[src/rtl/alu4b_input_seq_pkg.sv]
// alu4b_input_seq_pkg: shared state codes, opcodes and defaults for the alu4b entry sequencer
package alu4b_input_seq_pkg;
  typedef enum logic [1:0] {LOAD_A = 2'b00, LOAD_B = 2'b01, LOAD_OP = 2'b10, SHOW = 2'b11} state_t;
  typedef enum logic [1:0] {OP_SOM = 2'b00, OP_SUB = 2'b01, OP_AND = 2'b10, OP_OR = 2'b11} op_t;
  localparam int DEBOUNCE_DEFAULT = 4;
endpackage

[src/rtl/alu4b_input_seq_if.sv]
// alu4b_input_seq_if: board-side inputs and alu4b-side outputs of the entry sequencer
interface alu4b_input_seq_if;
  import alu4b_input_seq_pkg::*;
  logic [3:0] sw;
  logic btn;
  logic clr;
  logic [3:0] a;
  logic [3:0] b;
  logic s0;
  logic s1;
  logic valid;
  state_t state;
  modport master (output sw, btn, clr, input a, b, s0, s1, valid, state);
  modport slave (input sw, btn, clr, output a, b, s0, s1, valid, state);
endinterface

[src/rtl/alu4b_input_seq_btn_debounce.sv]
// alu4b_input_seq_btn_debounce: synchronizes and debounces the push button, emits one press pulse per accepted rise
module alu4b_input_seq_btn_debounce #(
  parameter int DEBOUNCE_CYCLES = 4
) (
  input  logic clk,
  input  logic rst_n,
  input  logic btn,
  output logic press
);
  localparam int CNT_W = $clog2(DEBOUNCE_CYCLES);
  localparam logic [CNT_W-1:0] LAST = CNT_W'(DEBOUNCE_CYCLES - 1);
  logic btn_m, btn_s, deb;
  logic [CNT_W-1:0] cnt;
  // press is raised on the same edge deb rises so the FSM acts one edge later
  always_ff @(posedge clk or negedge rst_n) begin
    if (!rst_n) begin
      btn_m <= 1'b0;
      btn_s <= 1'b0;
      deb   <= 1'b0;
      cnt   <= '0;
      press <= 1'b0;
    end else begin
      btn_m <= btn;
      btn_s <= btn_m;
      press <= 1'b0;
      if (btn_s == deb) cnt <= '0;
      else if (cnt == LAST) begin
        deb   <= btn_s;
        cnt   <= '0;
        press <= btn_s;
      end else cnt <= cnt + 1'b1;
    end
  end
endmodule

[src/rtl/alu4b_input_seq.sv]
// alu4b_input_seq: loads A, B and opcode from slide switches one press at a time and flags valid when complete
module alu4b_input_seq
  import alu4b_input_seq_pkg::*;
#(
  parameter int DEBOUNCE_CYCLES = DEBOUNCE_DEFAULT
) (
  input  logic clk,
  input  logic rst_n,
  alu4b_input_seq_if.slave bus
);
  logic [3:0] sw_m, sw_s, a, b;
  logic clr_m, clr_s, press, s0, s1, valid;
  state_t st;
  alu4b_input_seq_btn_debounce #(.DEBOUNCE_CYCLES(DEBOUNCE_CYCLES)) u_deb (
    .clk   (clk),
    .rst_n (rst_n),
    .btn   (bus.btn),
    .press (press)
  );
  // states advance in encoding order LOAD_A..SHOW then wrap; clr wins over press
  always_ff @(posedge clk or negedge rst_n) begin
    if (!rst_n) begin
      sw_m  <= '0;
      sw_s  <= '0;
      clr_m <= 1'b0;
      clr_s <= 1'b0;
      a     <= '0;
      b     <= '0;
      s0    <= 1'b0;
      s1    <= 1'b0;
      valid <= 1'b0;
      st    <= LOAD_A;
    end else begin
      sw_m  <= bus.sw;
      sw_s  <= sw_m;
      clr_m <= bus.clr;
      clr_s <= clr_m;
      if (clr_s) begin
        st    <= LOAD_A;
        valid <= 1'b0;
      end else if (press) begin
        if (st == LOAD_A) a <= sw_s;
        if (st == LOAD_B) b <= sw_s;
        if (st == LOAD_OP) {s1, s0} <= sw_s[1:0];
        st    <= state_t'(st + 2'd1);
        valid <= st == LOAD_OP;
      end
    end
  end
  assign bus.a     = a;
  assign bus.b     = b;
  assign bus.s0    = s0;
  assign bus.s1    = s1;
  assign bus.valid = valid;
  assign bus.state = st;
endmodule
[src/flat_wrapper.sv]
// flat-port wrapper written by rule: the top's interface ports become plain ports
module alu4b_input_seq_flat import alu4b_input_seq_pkg::*;
#(
  parameter int DEBOUNCE_CYCLES = DEBOUNCE_DEFAULT
)
  (clk, rst_n, bus_sw, bus_btn, bus_clr, bus_a, bus_b, bus_s0, bus_s1, bus_valid, bus_state);
  alu4b_input_seq_if bus_i ();
  input  logic clk;
  input  logic rst_n;
  input wire logic [$bits(bus_i.sw)-1:0] bus_sw;
  input wire logic [$bits(bus_i.btn)-1:0] bus_btn;
  input wire logic [$bits(bus_i.clr)-1:0] bus_clr;
  output wire logic [$bits(bus_i.a)-1:0] bus_a;
  output wire logic [$bits(bus_i.b)-1:0] bus_b;
  output wire logic [$bits(bus_i.s0)-1:0] bus_s0;
  output wire logic [$bits(bus_i.s1)-1:0] bus_s1;
  output wire logic [$bits(bus_i.valid)-1:0] bus_valid;
  output wire logic [$bits(bus_i.state)-1:0] bus_state;
  assign bus_i.sw = bus_sw;
  assign bus_i.btn = bus_btn;
  assign bus_i.clr = bus_clr;
  assign bus_a = bus_i.a;
  assign bus_b = bus_i.b;
  assign bus_s0 = bus_i.s0;
  assign bus_s1 = bus_i.s1;
  assign bus_valid = bus_i.valid;
  assign bus_state = bus_i.state;
  alu4b_input_seq #(.DEBOUNCE_CYCLES(DEBOUNCE_CYCLES)) u_core (.clk(clk), .rst_n(rst_n), .bus(bus_i));
endmodule
[config.mk]
export PLATFORM = sky130hd
export DESIGN_NAME = alu4b_input_seq_flat
export DESIGN_NICKNAME = d
export VERILOG_FILES = /design/src/rtl/alu4b_input_seq_pkg.sv /design/src/rtl/alu4b_input_seq_if.sv /design/src/rtl/alu4b_input_seq_btn_debounce.sv /design/src/rtl/alu4b_input_seq.sv /design/src/flat_wrapper.sv
export SDC_FILE = /design/constraint.sdc
export NUM_CORES = 1
export LEC_CHECK = 0
export CAP_MARGIN = 20
export CORE_ASPECT_RATIO = 0.6
export CORE_MARGIN = 5
export CORE_UTILIZATION = 39
export CTS_CLUSTER_SIZE = 24
export DETAILED_ROUTE_END_ITERATION = 8
export GPL_TIMING_DRIVEN = 0
export PLACE_DENSITY = 0.73
export RECOVER_POWER = 50
export SETUP_SLACK_MARGIN = 0.5
export SYNTH_ARGS = -nofsm -noshare
export SYNTH_HDL_FRONTEND = slang
export SYNTH_SLANG_ARGS = --single-unit
[constraint.sdc]
create_clock -name clk -period 1.2 [get_ports clk]
set_input_delay 0.12 -clock clk [delete_from_list [all_inputs] [get_ports clk]]
set_output_delay 0.12 -clock clk [all_outputs]
set_load 0.03 [all_outputs]
==> key figures, run 1 <==
Critical path
  – Critical path buffer and inverter count: 1
  – FF-to-FF setup slack: -50 ps
  – Startpoint type of the worst setup path: flip-flop
  – Reg-to-Reg End: u_core.bus.a[0]
  – Slowest-stage cell, CP: dfrtp_2
  – Reg2Reg Depth: 4
  – Critical path class: reg2reg
  – Worst Setup End Kind: flip-flop
  – WP data arrival: 1400 ps
  – CP max FO: 4
  – Crit path max-delay family: flip-flops
  – FF-to-FF Start: u_core.bus.state[1]
  – Cell breakdown of the critical path: inv_4 -> ha_4 -> nand3b_4 -> mux2_4
  – Max incr delay on CP: about 450 ps
  – Required time worst endpoint: between 1000 and 1500 ps

Global routing
  – Initial antenna violation count: 0
  – GR Overflow Total: 0
  – First-pass GRT wire length: between 3000 and 4000 um
  – Vias in the first global route: 614
  – Largest net degree at the start of global routing: 16
  – Overall routing resource usage: roughly a tenth

STA
  – Hold Worst Slack: -89.3 ps
  – Actual slew at the worst max-slew pin: roughly 800 ps
  – Fmax: between 0.8 and 0.9 GHz
  – Clock Skew: ~0.96 ps
  – Final hold viol count: 14
  – Final setup fails: 8
  – Fin crit share: 104%
  – RSZ-0062 raised after global routing: yes
  – Max Slew Vio Count: 0
  – TNS Setup: -277 ps
  – Fin crit period: roughly 1200 ps
  – Final setup margin: -45.5 ps
  – Slew headroom: 46.9%

Synthesis
  – Synth area leader: dfrtp_1
  – Post-synth ARST share: 100%
  – Synth Register Bits: 29
  – Synth area leaders: dfrtp_1 (68%), mux2_4 (11%), nand3b_4 (5.6%)
  – Synth Net Count: between 70 and 80
  – Avg Synthesized Cell Area: roughly 17 um2
  – Mapped Cells: 62
  – Count leader, synth: dfrtp_1
  – Top_reg_cell synth: dfrtp_1
  – Top-area cell type share of the netlist area: between 60% and 70%
  – Sequential area share after synthesis: between 60% and 70%
  – Post-synth EDFFs: 0
  – Commonest cells in the netlist: dfrtp_1 (29), mux2_4 (8), ha_1 (4), nor2_1 (4)
  – Synth Cell Area: about 1100 um2
  – Post-synth cell types: 14
  – Synth warn: 0

Clock network
  – Clock root cell: clkbuf_8
  – Clk buf depth: 2
  – Cts bufs inserted: 5
  – Clock-pin slew on the worst setup and hold paths: approximately 60 ps
  – Clk_lat worst skew: 270 ps
  – CTS sink count: 29
  – H-Tree Depth: 2
  – TritonCTS clock tree: yes

Die
  – Core Rows: 14
  – Die Y: between 50 and 60 um
  – Die width: 77.7 um
  – Die area: 3940 um2
  – Core box area: about 2600 um2
  – Starting Density: a little over two fifths
  – Io pins: 21

Placed design
  – DP Worst Slack: -58.1 ps
  – Placed Area: between 1000 and 1500 um2
  – Placer Congestion: slightly above 0.7
  – Post-DP HPWL: around 1300 um
  – Placed cell count: 115
  – PortBufs: 20

Power
  – Leak: between 0.8 and 0.9 nW
  – Peak supply drop: 930 uV
  – PwrDens: roughly 1700 nW/um2
  – Final total power: approximately 2.7 mW

Finish
  – Fin nets: 114
  – Final non-filler cell area: 1610 um2
  – Synthesis-to-finish area growth: 49.7%
  – Share of cells above drive strength 1: approximately 58%
  – Multi-input gate area: between 400 and 500 um2
  – Fillcell total: just under 200
  – # diodes: 0
  – Register area: 728 um2
  – Final cell count without fillers: around 130

Detailed routing
  – Drt pass-1 iters: 2
  – Vias per cell: roughly 4.5
  – Met3 Wirelength: roughly 150 um
  – Routed vias: about 600
  – Remaining antenna violation count: 0
  – DR DRC count: 0
  – 1st-iter DRT viols: 13
  – Met1 wire length: between 700 and 800 um
  – DR top layer: met4
  – DRT Wirelength: around 1800 um
  – Met2 wire len: between 800 and 900 um
  – Routed WL per cell: between 10 and 15 um

Job
  – Max Cap Violations: 0

Min path
  – Worst min-delay path class: in2async

Status
  – Failing checks: hold timing, setup timing
  – Outcome: finished, violations left
==> worst register-to-register path, stage by stage (launching register included) <==
cell and delay, ps:
dfrtp_2 450, inv_4 90, ha_4 140, nand3b_4 120, mux2_4 320
==> per-stage QoR <==
stage / hold WS, ps / util, %
floorplan: -176 / -
global placement: 334 / 52.9
detailed placement: 336 / 53.5
CTS: 15.5 / 61.9
global route: -14.8 / 62.4
finish: -89.3 / 62.4
==> cells by family after synthesis <==
kind of cell | count (synthesis) | share of synthesized area (%)
flops | 29 | 67.6
mux | 12 | 15.2
simple gates | 10 | 8.39
buf+inv | 4 | 2.10
fa+ha+maj | 4 | 4.66
xor+xnor | 2 | 1.63
compound gates | 1 | 0.466
==> placed cells by master (no fill, tap or decap), drive strengths merged <==
master / n
buf: 26
bufinv: 1
clkbuf: 7
clkinv: 1
dfrtp: 29
dlygate4sd3: 6
ha: 4
inv: 3
mux2: 10
mux2i: 2
nand2: 1
nand3b: 3
nor2: 4
nor2b: 1
nor3: 1
o21ai: 1
xnor2: 2
==> how the worst max path moves through the flow <==
stage,from,cells past startpoint,slack (ps),to
floorplan,u_core.bus.state[0],4,-70,u_core.bus.a[0]
global placement,rst_n,1,-520,u_core.bus.state[1]
detailed placement,u_core.bus.state[0],4,-60,u_core.bus.a[0]
CTS,u_core.bus.state[1],4,-50,u_core.bus.a[0]
global route,u_core.bus.state[1],4,-70,u_core.bus.a[0]
finish,u_core.bus.state[1],4,-50,u_core.bus.a[0]
==> state kept, by name, summed over array words and instances, names as in the netlist <==
name                count
u_core.bus.b            4
u_core.bus.valid        1
u_core.u_deb.deb        1
u_core.u_deb.press      1
u_core.bus.s0           1
u_core.clr_s            1
u_core.u_deb.btn_s      1
u_core.bus.state        2
u_core.u_deb.cnt        2
u_core.bus.a            4
u_core.bus.s1           1
u_core.sw_s             4
u_core.u_deb.btn_m      1
u_core.clr_m            1
u_core.sw_m             4
==> layout make-up <==
class,count,area share [%]
Buffer,1,0.701
Timing Repair Buffer,33,18.8
Sequential cell,29,45.3
Multi-Input combinational cell,29,25.2
Inverter,3,1.01
Clock inverter,2,2.18
Tap cell,32,2.49
Clock buffer,5,4.28
==> power by group <==
part | switching [mW] | internal [mW]
registers | 0.0951 | 1.10
clock network | 0.324 | 0.601
logic | 0.264 | 0.365
==> routing by layer <==
layer | up-vias | track usage, %
met1 | 301 | 12.1
met2 | 18 | 15.7
met4 | 0 | 4.29
met5 | - | 0
met3 | 2 | 6.25
li1 | 281 | -
==> timing repair <==
item | in CTS | in global routing
setup endpoints to repair | 59 | 36
buffers inserted | 9 | 3
pin swaps | 2 | 2
resized for setup | 96 | 4
hold buffers | 0 | 0
Power figures use the tool's default switching activity.
==> run 2, diff against run 1 <==
- SLEW_MARGIN: not set -> 20
- TNS_END_PERCENT: not set -> 100
==> run 2 against run 1 <==
Against the previous run: fmax rose by 0.39%; count of clock-buffer cells in the layout rose by 2; the run still ends with hold timing, setup timing left; utilization rose by 1.2 points; hold slack got worse by 40 ps; clock skew rose by 6.9 ps; largest power group unchanged; highest routed layer unchanged; critical path depth did not move.
==> key figures, run 2 (synthesized netlist as in run 1, its figures left out) <==
Placed design
  – Placer Congestion: 0.723 (unchanged)
  – Placed Area: 1360 um2 (was 1380 um2)
  – Post-DP HPWL: 1200 um (was 1280 um)
  – PortBufs: 20 (unchanged)

Status
  – Failing checks: hold timing, setup timing (unchanged)
  – Outcome: finished, violations left (unchanged)

Detailed routing
  – Routed vias: 602 (unchanged)
  – 1st-iter DRT viols: 19 (was 13)
  – Drt pass-1 iters: 2 (unchanged)
  – Remaining antenna violation count: 0 (unchanged)
  – Vias per cell: 4.46 (was 4.49)
  – DRT Wirelength: 1770 um (was 1750 um)
  – Routed WL per cell: 13.1 um (about the same)
  – DR DRC count: 0 (unchanged)

Finish
  – Synthesis-to-finish area growth: 52.6% (was 49.7%)
  – Fillcell total: 190 (was 198)
  – # diodes: 0 (unchanged)
  – Share of cells above drive strength 1: 59.2% (was 57.8%)
  – Register area: 728 um2 (unchanged)
  – Fin nets: 114 (unchanged)
  – Most common cell after layout, fill and taps aside: dfrtp_1 (unchanged)
  – Final non-filler cell area: 1640 um2 (was 1610 um2)
  – Commonest cells after routing, fill and taps aside: dfrtp_1 (27), buf_6 (15), buf_4 (12) (was dfrtp_1 (27), buf_6 (13), buf_4 (13))
  – Multi-input gate area: 413 um2 (was 405 um2)

Critical path
  – Startpoint type of the worst setup path: flip-flop (unchanged)
  – Max incr delay on CP: 450 ps (about the same)
  – Critical path class: reg2reg (unchanged)
  – CP max FO: 4 (unchanged)
  – Slowest-stage cell, CP: dfrtp_2 (unchanged)
  – WP data arrival: 1410 ps (was 1400 ps)
  – Cell breakdown of the critical path: inv_4 -> ha_4 -> nand3b_4 -> mux2_4 (unchanged)
  – Required time worst endpoint: 1360 ps (was 1350 ps)
  – Worst Setup End Kind: flip-flop (unchanged)

STA
  – Final setup fails: 8 (unchanged)
  – Final hold viol count: 29 (was 14)
  – Max Slew Vio Count: 0 (unchanged)
  – RSZ-0062 raised after global routing: yes (unchanged)
  – Hold Worst Slack: -129 ps (was -89.3 ps)
  – Actual slew at the worst max-slew pin: 702 ps (was 796 ps)
  – Final setup margin: -40.7 ps (was -45.5 ps)
  – Fin crit period: 1240 ps (was 1250 ps)
  – Fmax: 0.806 GHz (was 0.803 GHz)
  – Clock Skew: 7.87 ps (was 0.956 ps)
  – Slew headroom: 53.2% (was 46.9%)
  – Fin crit share: 103% (was 104%)

Clock network
  – Clock-pin slew on the worst setup and hold paths: 60 ps (about the same)
  – CTS sink count: 29 (unchanged)
  – Cts bufs inserted: 5 (unchanged)
  – Clk buf depth: 2 (unchanged)
  – TritonCTS clock tree: yes (unchanged)
  – H-Tree Depth: 2 (unchanged)
  – Clock root cell: clkbuf_8 (unchanged)
  – Clk_lat worst skew: 280 ps (was 270 ps)

Die
  – Starting Density: 41.7% (unchanged)
  – Io pins: 21 (unchanged)
  – Die Y: 50.6 um (unchanged)
  – Core Rows: 14 (unchanged)
  – Die area: 3940 um2 (unchanged)
  – Die width: 77.7 um (unchanged)
  – Core box area: 2570 um2 (unchanged)

Power
  – PwrDens: 1760 nW/um2 (was 1710 nW/um2)
  – Peak supply drop: 874 uV (was 930 uV)
  – Leak: 0.853 nW (was 0.839 nW)

Global routing
  – Largest net degree at the start of global routing: 30 (was 16)
  – GR Overflow Total: 0 (unchanged)
  – First-pass GRT wire length: 2990 um (was 3020 um)
  – Overall routing resource usage: 10.7% (was 10.4%)
  – Initial antenna violation count: 0 (unchanged)
  – Vias in the first global route: 623 (was 614)

Min path
  – Worst min-delay path class: in2async (unchanged)

Job
  – Max Cap Violations: 0 (unchanged)
run 2: final cells by class:
type                    instances  area share (%)
flip-flops and latches         29            44.5
multi-input cells              29            25.2
repair buffers                 33            19.1
clock buffers                   7            5.27
well taps                      32            2.44
clock inverters                 1            1.83
inverters                       3           0.993
plain buffers                   1           0.688
run 2: worst max-delay path, delay by kind of cell (launching register included):
kind | cells | cell delay [ps]
adders and majority gates | 1 | 140
and+or+nand+nor | 1 | 120
DFF | 1 | 450
buffers and inverters | 1 | 90
muxes | 1 | 310
run 2: through the flow:
step	util [%]	power, mW	worst slack (ps)	TNS, ps	instances
3_3_place_gp	52.9	1.65	-517	-12590	114
5_1_grt	63.6	3.03	-66.1	-471	135
2_1_floorplan	-	1.48	-72.3	-626	62
4_1_cts	61.7	2.87	-48.3	-335	131
3_5_place_dp	52.7	1.67	-56.2	-390	114
6_report	63.6	2.89	-40.7	-289	135
run 2: path summary, 6_finish.rpt:
check,from,to,slack [ps],depth (start not counted)
min in group clk,u_core.clr_m,u_core.clr_s,350,0
worst min register to register,u_core.clr_m,u_core.clr_s,350,0
worst min-delay path,rst_n,u_core.bus.state[1],-130,1
worst max register to register,u_core.bus.state[1],u_core.bus.a[3],-40,4
worst max-delay path,u_core.bus.state[1],u_core.bus.a[3],-40,4
max in group asynchronous,rst_n,u_core.bus.state[0],840,1
run 2: repair_timing:
action | in CTS | in global routing
pin swaps | 1 | 4
setup endpoints to repair | 30 | 30
gates resized for setup | 92 | 9
endpoints found under the hold margin | 29 | 29
buffers inserted | 9 | 4
run 2: routing by layer:
metal	part of all wire [%]	vias to the layer above	routed length [um]	global-route usage [%]
met1	44	289	783	11.1
met3	8.5	6	151	6.07
li1	-	288	-	-
met4	3.2	0	57	8.57
met5	0	-	0	0
met2	44	19	780	16.1
run 2: where the power goes:
part           switching [mW]  internal, mW
combinational           0.274         0.388
sequential             0.0961          1.10
clock                   0.358         0.675
total                   0.728          2.16
==> patch 1 (settings of run 1) <==
`DEBOUNCE_DEFAULT`: 4 -> 16.
--- a/src/rtl/alu4b_input_seq_pkg.sv
+++ b/src/rtl/alu4b_input_seq_pkg.sv
@@ -2,6 +2,6 @@
 package alu4b_input_seq_pkg;
   typedef enum logic [1:0] {LOAD_A = 2'b00, LOAD_B = 2'b01, LOAD_OP = 2'b10, SHOW = 2'b11} state_t;
   typedef enum logic [1:0] {OP_SOM = 2'b00, OP_SUB = 2'b01, OP_AND = 2'b10, OP_OR = 2'b11} op_t;
-  localparam int DEBOUNCE_DEFAULT = 4;
+  localparam int DEBOUNCE_DEFAULT = 16;
 endpackage
 
Function: changed (Yosys sat finds a counterexample within 10 cycles, from zero or initial values and one cycle with rst_n low).
==> patch 1 against run 1 <==
- the run still ends with negative hold slack, negative setup slack left
- maximum frequency is 1.8% higher
- die area is 7.4% higher
- setup slack better by 0.022 ns
- routed wire length is 14% higher
- critical path type unchanged
- sequential cell count is 2 higher
- cell area is 11% higher
- hold slack better by 0.0075 ns
- area after synthesis is 8.9% higher
- core utilization is 0.47 points lower
- non-clock buffer count is 5 higher
- largest cell class unchanged
Power is not compared: it rests on default switching activity, and its combinational part moved more than twofold at a synthesized area within 25%.
==> patch 1: results (changes against run 1) <==
[setup_path]
end_kind = flop
timing.rr.end = u_core.bus.b[3]$_DFFE_PN0P_
crit_arrival_ns = 1.38  ; -0.02 ns
r2r_start = u_core.bus.state[1]$_DFFE_PN0P_
worstPathMaxFanout = 4  ; unchanged
worstSetupStartpointType = flop
reg2reg_depth = 4  ; unchanged

[yosys]
seq_area_frac_synth_pct = 66.38  ; -1.2 points
synthTopCellsByArea = dfrtp_1 (66%), mux2_4 (10%), nand3b_4 (5.1%), ha_1 (4.3%), mux2_2 (2.9%)
syn_nets = 80  ; +8.1%
yosysUniqueCellTypes = 16  ; +2
yosysWarningCount = 0  ; unchanged
synth_async_sr_flop_share_pct = 100.0  ; unchanged
synthTopCellsByCount = dfrtp_1 (31), mux2_4 (8), ha_1 (4), nor2_1 (4)

[pwr]
p_comb_share_pct = 4.5
peakVddDrop_mv = 0.5310
leakagePower_nw = 0.9149
intPower_w = 0.001519
p_clk_share_pct = 39.1

[final_layout]
multi_input_cells = 34  ; +17%
drive_above_1_share_pct = 59.65  ; +1.8 points
final-nonclk-buf-share_pct = 21.04  ; +1.6 points
multi_input_area_share_pct = 26.81  ; +1.6 points
n_fill_cell = 220  ; +11%
final_nets = 125  ; +9.6%
clock_cell_area_share_pct = 4.715  ; -1.7 points
n_clock_buffer = 5  ; unchanged
n_all_inverters = 2  ; -1
sh_seq_area_pct = 43.77  ; -1.6 points
signal_buffers = 39  ; +15%

[timing]
holdWs_ns = -0.08179  ; +0.007477 ns
worst_slew_pin_slew_ns = 0.5291  ; -0.2672 ns
hold_viol_final = 12  ; -2
timing.final.ws_setup_ns = -0.02324  ; +0.02223 ns
setup_viol = 8  ; unchanged
setup_tns_ns = -0.1401  ; +0.1366 ns
finClkSkew_ns = 0.006743  ; +0.005787 ns

[placement]
portBuffers = 20  ; unchanged
gp_congestion = 0.7165  ; -0.95%
hpwl_mm = 1.321  ; +3.4%

[clocking]
clkSinkCount = 31  ; +6.9%
insertion_delay_ns = 0.28
htree_num_levels = 2  ; unchanged
cts.path.max_buffers = 2  ; unchanged

[route]
first_pass_iters = 3  ; +1
vias_per_cell = 4.295  ; -4.4%
drt-total-wl_mm = 1.990  ; +14%
first_iter_violations = 11  ; -2

[global_route]
grt_max_degree = 20  ; +4
antenna_found_initial = 0  ; unchanged
grt_util_all_layers_pct = 11.59  ; +1.2 points
grt_pass1_wl_mm = 3.422  ; +13%
grt_pass1_vias = 731  ; +19%

[status]
status = complete, but fails checks
failed_checks = negative hold slack, negative setup slack

[job]
cap_viol_max_count = 0  ; unchanged

-- patch 1: cell types whose count changed in the layout (fill, tap and decap cells not counted), moves of 2 or more --
cell             run 1  this run
nor3b_2              0         2
clkinv_2             1         3
buf_6               13        18
dfrtp_1             27        29
-- patch 1: critical path, cell delays in order (launching register included) --
cell and delay, ns:
dfrtp_2 0.44, inv_4 0.09, ha_4 0.14, nand3b_4 0.12, mux2_4 0.31
-- patch 1: per-stage QoR --
stage	cells	setup slack [ns]	cell area (µm²)	util (%)	total power, W
floorplan	68	-0.06661	1231	-	0.001132
global placement	130	-0.5963	1484	51.68	0.001179
detailed placement	131	-0.04809	1511	52.64	0.001194
CTS	153	-0.04328	1767	61.53	0.001992
global route	156	-0.07012	1778	61.92	0.002036
finish	156	-0.02324	1778	61.92	0.001942
-- patch 1: metal layers --
layer | GRT usage [%] | vias to the layer above | wire length, µm
met1 | 13.46 | 329 | 852
met4 | 6.742 | 0 | 33
met2 | 17.58 | 18 | 944
li1 | - | 320 | -
met3 | 5.498 | 3 | 159
met5 | 0 | - | 0
-- patch 1: timing repair --
| action | 4_1_cts | 5_1_grt |
|---|---|---|
| pin swaps | 4 | 4 |
| gates resized for setup | 95 | 8 |
| setup endpoints to repair | 51 | 32 |
| setup buffers | 14 | 3 |
| hold endpoints to repair | 12 | 0 |
-- patch 1: cells by family (layout without fill, tap and decap cells) --
group | after synthesis | after routing | share of synthesized area, %
compound gates | 3 | 3 | 1.928
xor+xnor | 3 | 3 | 2.249
fa+ha+maj | 4 | 4 | 4.283
buf+inv | 3 | 49 | 1.606
flops | 31 | 31 | 66.38
mux | 13 | 13 | 14.88
simple gates | 11 | 11 | 8.672
==> patch 2 (config.mk and constraints of run 1) <==
Made on the original files. Reset style: synchronous (`rst_n`), changed in 2 clocked blocks.
--- a/src/rtl/alu4b_input_seq_btn_debounce.sv
+++ b/src/rtl/alu4b_input_seq_btn_debounce.sv
@@ -12,7 +12,7 @@
   logic btn_m, btn_s, deb;
   logic [CNT_W-1:0] cnt;
   // press is raised on the same edge deb rises so the FSM acts one edge later
-  always_ff @(posedge clk or negedge rst_n) begin
+  always_ff @(posedge clk) begin
     if (!rst_n) begin
       btn_m <= 1'b0;
       btn_s <= 1'b0;
--- a/src/rtl/alu4b_input_seq.sv
+++ b/src/rtl/alu4b_input_seq.sv
@@ -18,7 +18,7 @@
     .press (press)
   );
   // states advance in encoding order LOAD_A..SHOW then wrap; clr wins over press
-  always_ff @(posedge clk or negedge rst_n) begin
+  always_ff @(posedge clk) begin
     if (!rst_n) begin
       sw_m  <= '0;
       sw_s  <= '0;
Check against the original RTL: differs if rst_n is asserted again (counterexample within 10 cycles, from zero or initial values and one cycle with rst_n low); with rst_n held inactive, the same outputs for 10 cycles.
==> patch 2 against run 1 <==
- sequential cell count stayed put
- routed wire length is 16% higher
- maximum frequency is 19% higher
- area after synthesis is 2.3% lower
- setup slack better by 0.20 ns
- cell area is 8.9% lower
- critical path depth is 3 lower
- die area is 1.9% lower
- critical path type is now reg -> out
- largest cell class unchanged
Power is not compared: it rests on default switching activity, and its combinational part moved more than twofold at a synthesized area within 25%.
==> patch 2: results (changes against run 1) <==
[global_route]
grt_pass1_wl_mm = 3.422  ; +13%
grt_pass1_vias = 711  ; +16%
grt_max_degree = 11  ; -5
grt_util_all_layers_pct = 12.05  ; +1.7 points

[setup_path]
r2r_start = u_core.bus.state[0]$_SDFFE_PP0P_
crit_path_start = u_core.bus.a[1]$_SDFFE_PN0P_
crit_arrival_ns = 0.92  ; -0.48 ns
slowest_stage = clkbuf_1
worstPathMaxFanout = 2  ; -2
critPathMaxStageDelay_ns = 0.33  ; -0.12 ns
path_delay_family = buffers and inverters

[route]
vias = 700  ; +16%
post_drt_wl_per_cell_um = 13.06  ; about the same
first_iter_violations = 20  ; +7

[placement]
hpwl_mm = 1.446  ; +13%
place_ws_ns = -0.03606  ; +0.02200 ns
gp_congestion = 0.6762  ; -6.5%

[final_layout]
drive_above_1_share_pct = 39.84  ; -18 points
final_nets = 134  ; +18%

[yosys]
synth_compound_area_share_pct = 0  ; -0.47 points
synth_xor_xnor_area_share_pct = 1.671  ; +0.039 points
synth_fa_ha_area_share_pct = 4.773  ; +0.11 points
synth_async_sr_flop_share_pct = 0  ; -100 points
synthTopCellsByArea = dfxtp_1 (55%), mux2i_1 (12%), and2_1 (7.2%), nand2_1 (5.0%), ha_1 (4.8%)
muxShareOfSynthArea_pct = 12.41  ; -2.7 points
synthTopCellsByCount = dfxtp_1 (29), nand2_1 (14), mux2i_1 (13)
syn_nets = 103  ; +39%

[timing]
worst_slew_pin_slew_ns = 0.4830  ; -0.3133 ns
finClkSkew_ns = 0.003718  ; +0.002763 ns
setup_tns_ns = 0  ; +0.2767 ns

[status]
status = completed

[min_path]
holdCritPathClass = in -> reg

==> patch 2: cell types whose count changed after synthesis, sizes merged, moves of 2 or more <==
cell and change:
dfxtp +29, and2 +12, buf +2, dfrtp -29, mux2 -10, nand2 +13
mux2i +11
==> patch 2: worst reg2reg max path: cells and delay by family (launching register included) <==
kind / cells / cell delay [ns]
buffers and inverters: 1 / 0.05
multiplexers: 1 / 0.20
flip-flops: 1 / 0.39
adder cells (fa/ha/maj): 1 / 0.16
AND/OR/NAND/NOR: 1 / 0.14
==> patch 2: area by class of cell <==
class                   instances  area (µm²)
well taps                      32       40.04
multi-input cells              56       479.2
plain buffers                   4       30.03
repair buffers                 24       193.9
fillers                       214        1076
inverters                       2       12.51
clock inverters                 1       5.005
flip-flops and latches         29       606.8
clock buffers                   7       96.34
==> patch 2: stage by stage <==
step / utilization [%] / cells / instance area [µm²]
floorplan: - / 91 / 1104
detailed placement: 52.91 / 143 / 1344
finish: 57.64 / 155 / 1464
CTS: 59.66 / 155 / 1515
global route: 57.64 / 155 / 1464
global placement: 52.91 / 143 / 1344
==> patch 2: repair_timing <==
item,4_1_cts,5_1_grt
setup endpoints to repair,42,30
pin swaps,3,2
buffers inserted,4,0
hold endpoints to repair,0,0
gates resized for setup,105,7
cloned,0,0
==> patch 2: cell families (layout without fill, tap and decap cells) <==
logic type	after synthesis	in the layout
muxes	13	13
and+or+nand+nor	37	37
adders and majority gates	4	4
DFF	29	29
xor gates and xnor gates	2	2
buffers and inverters	6	38
==> patch 2: layer usage <==
layer	up-vias	global-route usage, %	share of wire (%)
met2	20	19.30	46
met3	4	6.786	6.5
met5	-	0	0
li1	355	-	-
met4	0	5.233	1.2
met1	321	13.27	46
==> patch 2: worst paths after layout <==
kind                                      end  cells after the start  slack, ns
max                                  bus_a[1]                      1       0.16
min          u_core.bus.state[0]$_SDFFE_PP0P_                      3       0.35
max reg2reg        u_core.bus.s1$_SDFFE_PN0P_                      4       0.19
min reg2reg           u_core.clr_s$_SDFF_PN0_                      1       0.43
==> patch 2: power breakdown <==
group / total [W] / switching (W) / internal [W]
combinational: 0.0000719 / 0.0000288 / 0.0000431
clock: 0.000860 / 0.000343 / 0.000517
sequential: 0.000986 / 0.00000708 / 0.000979
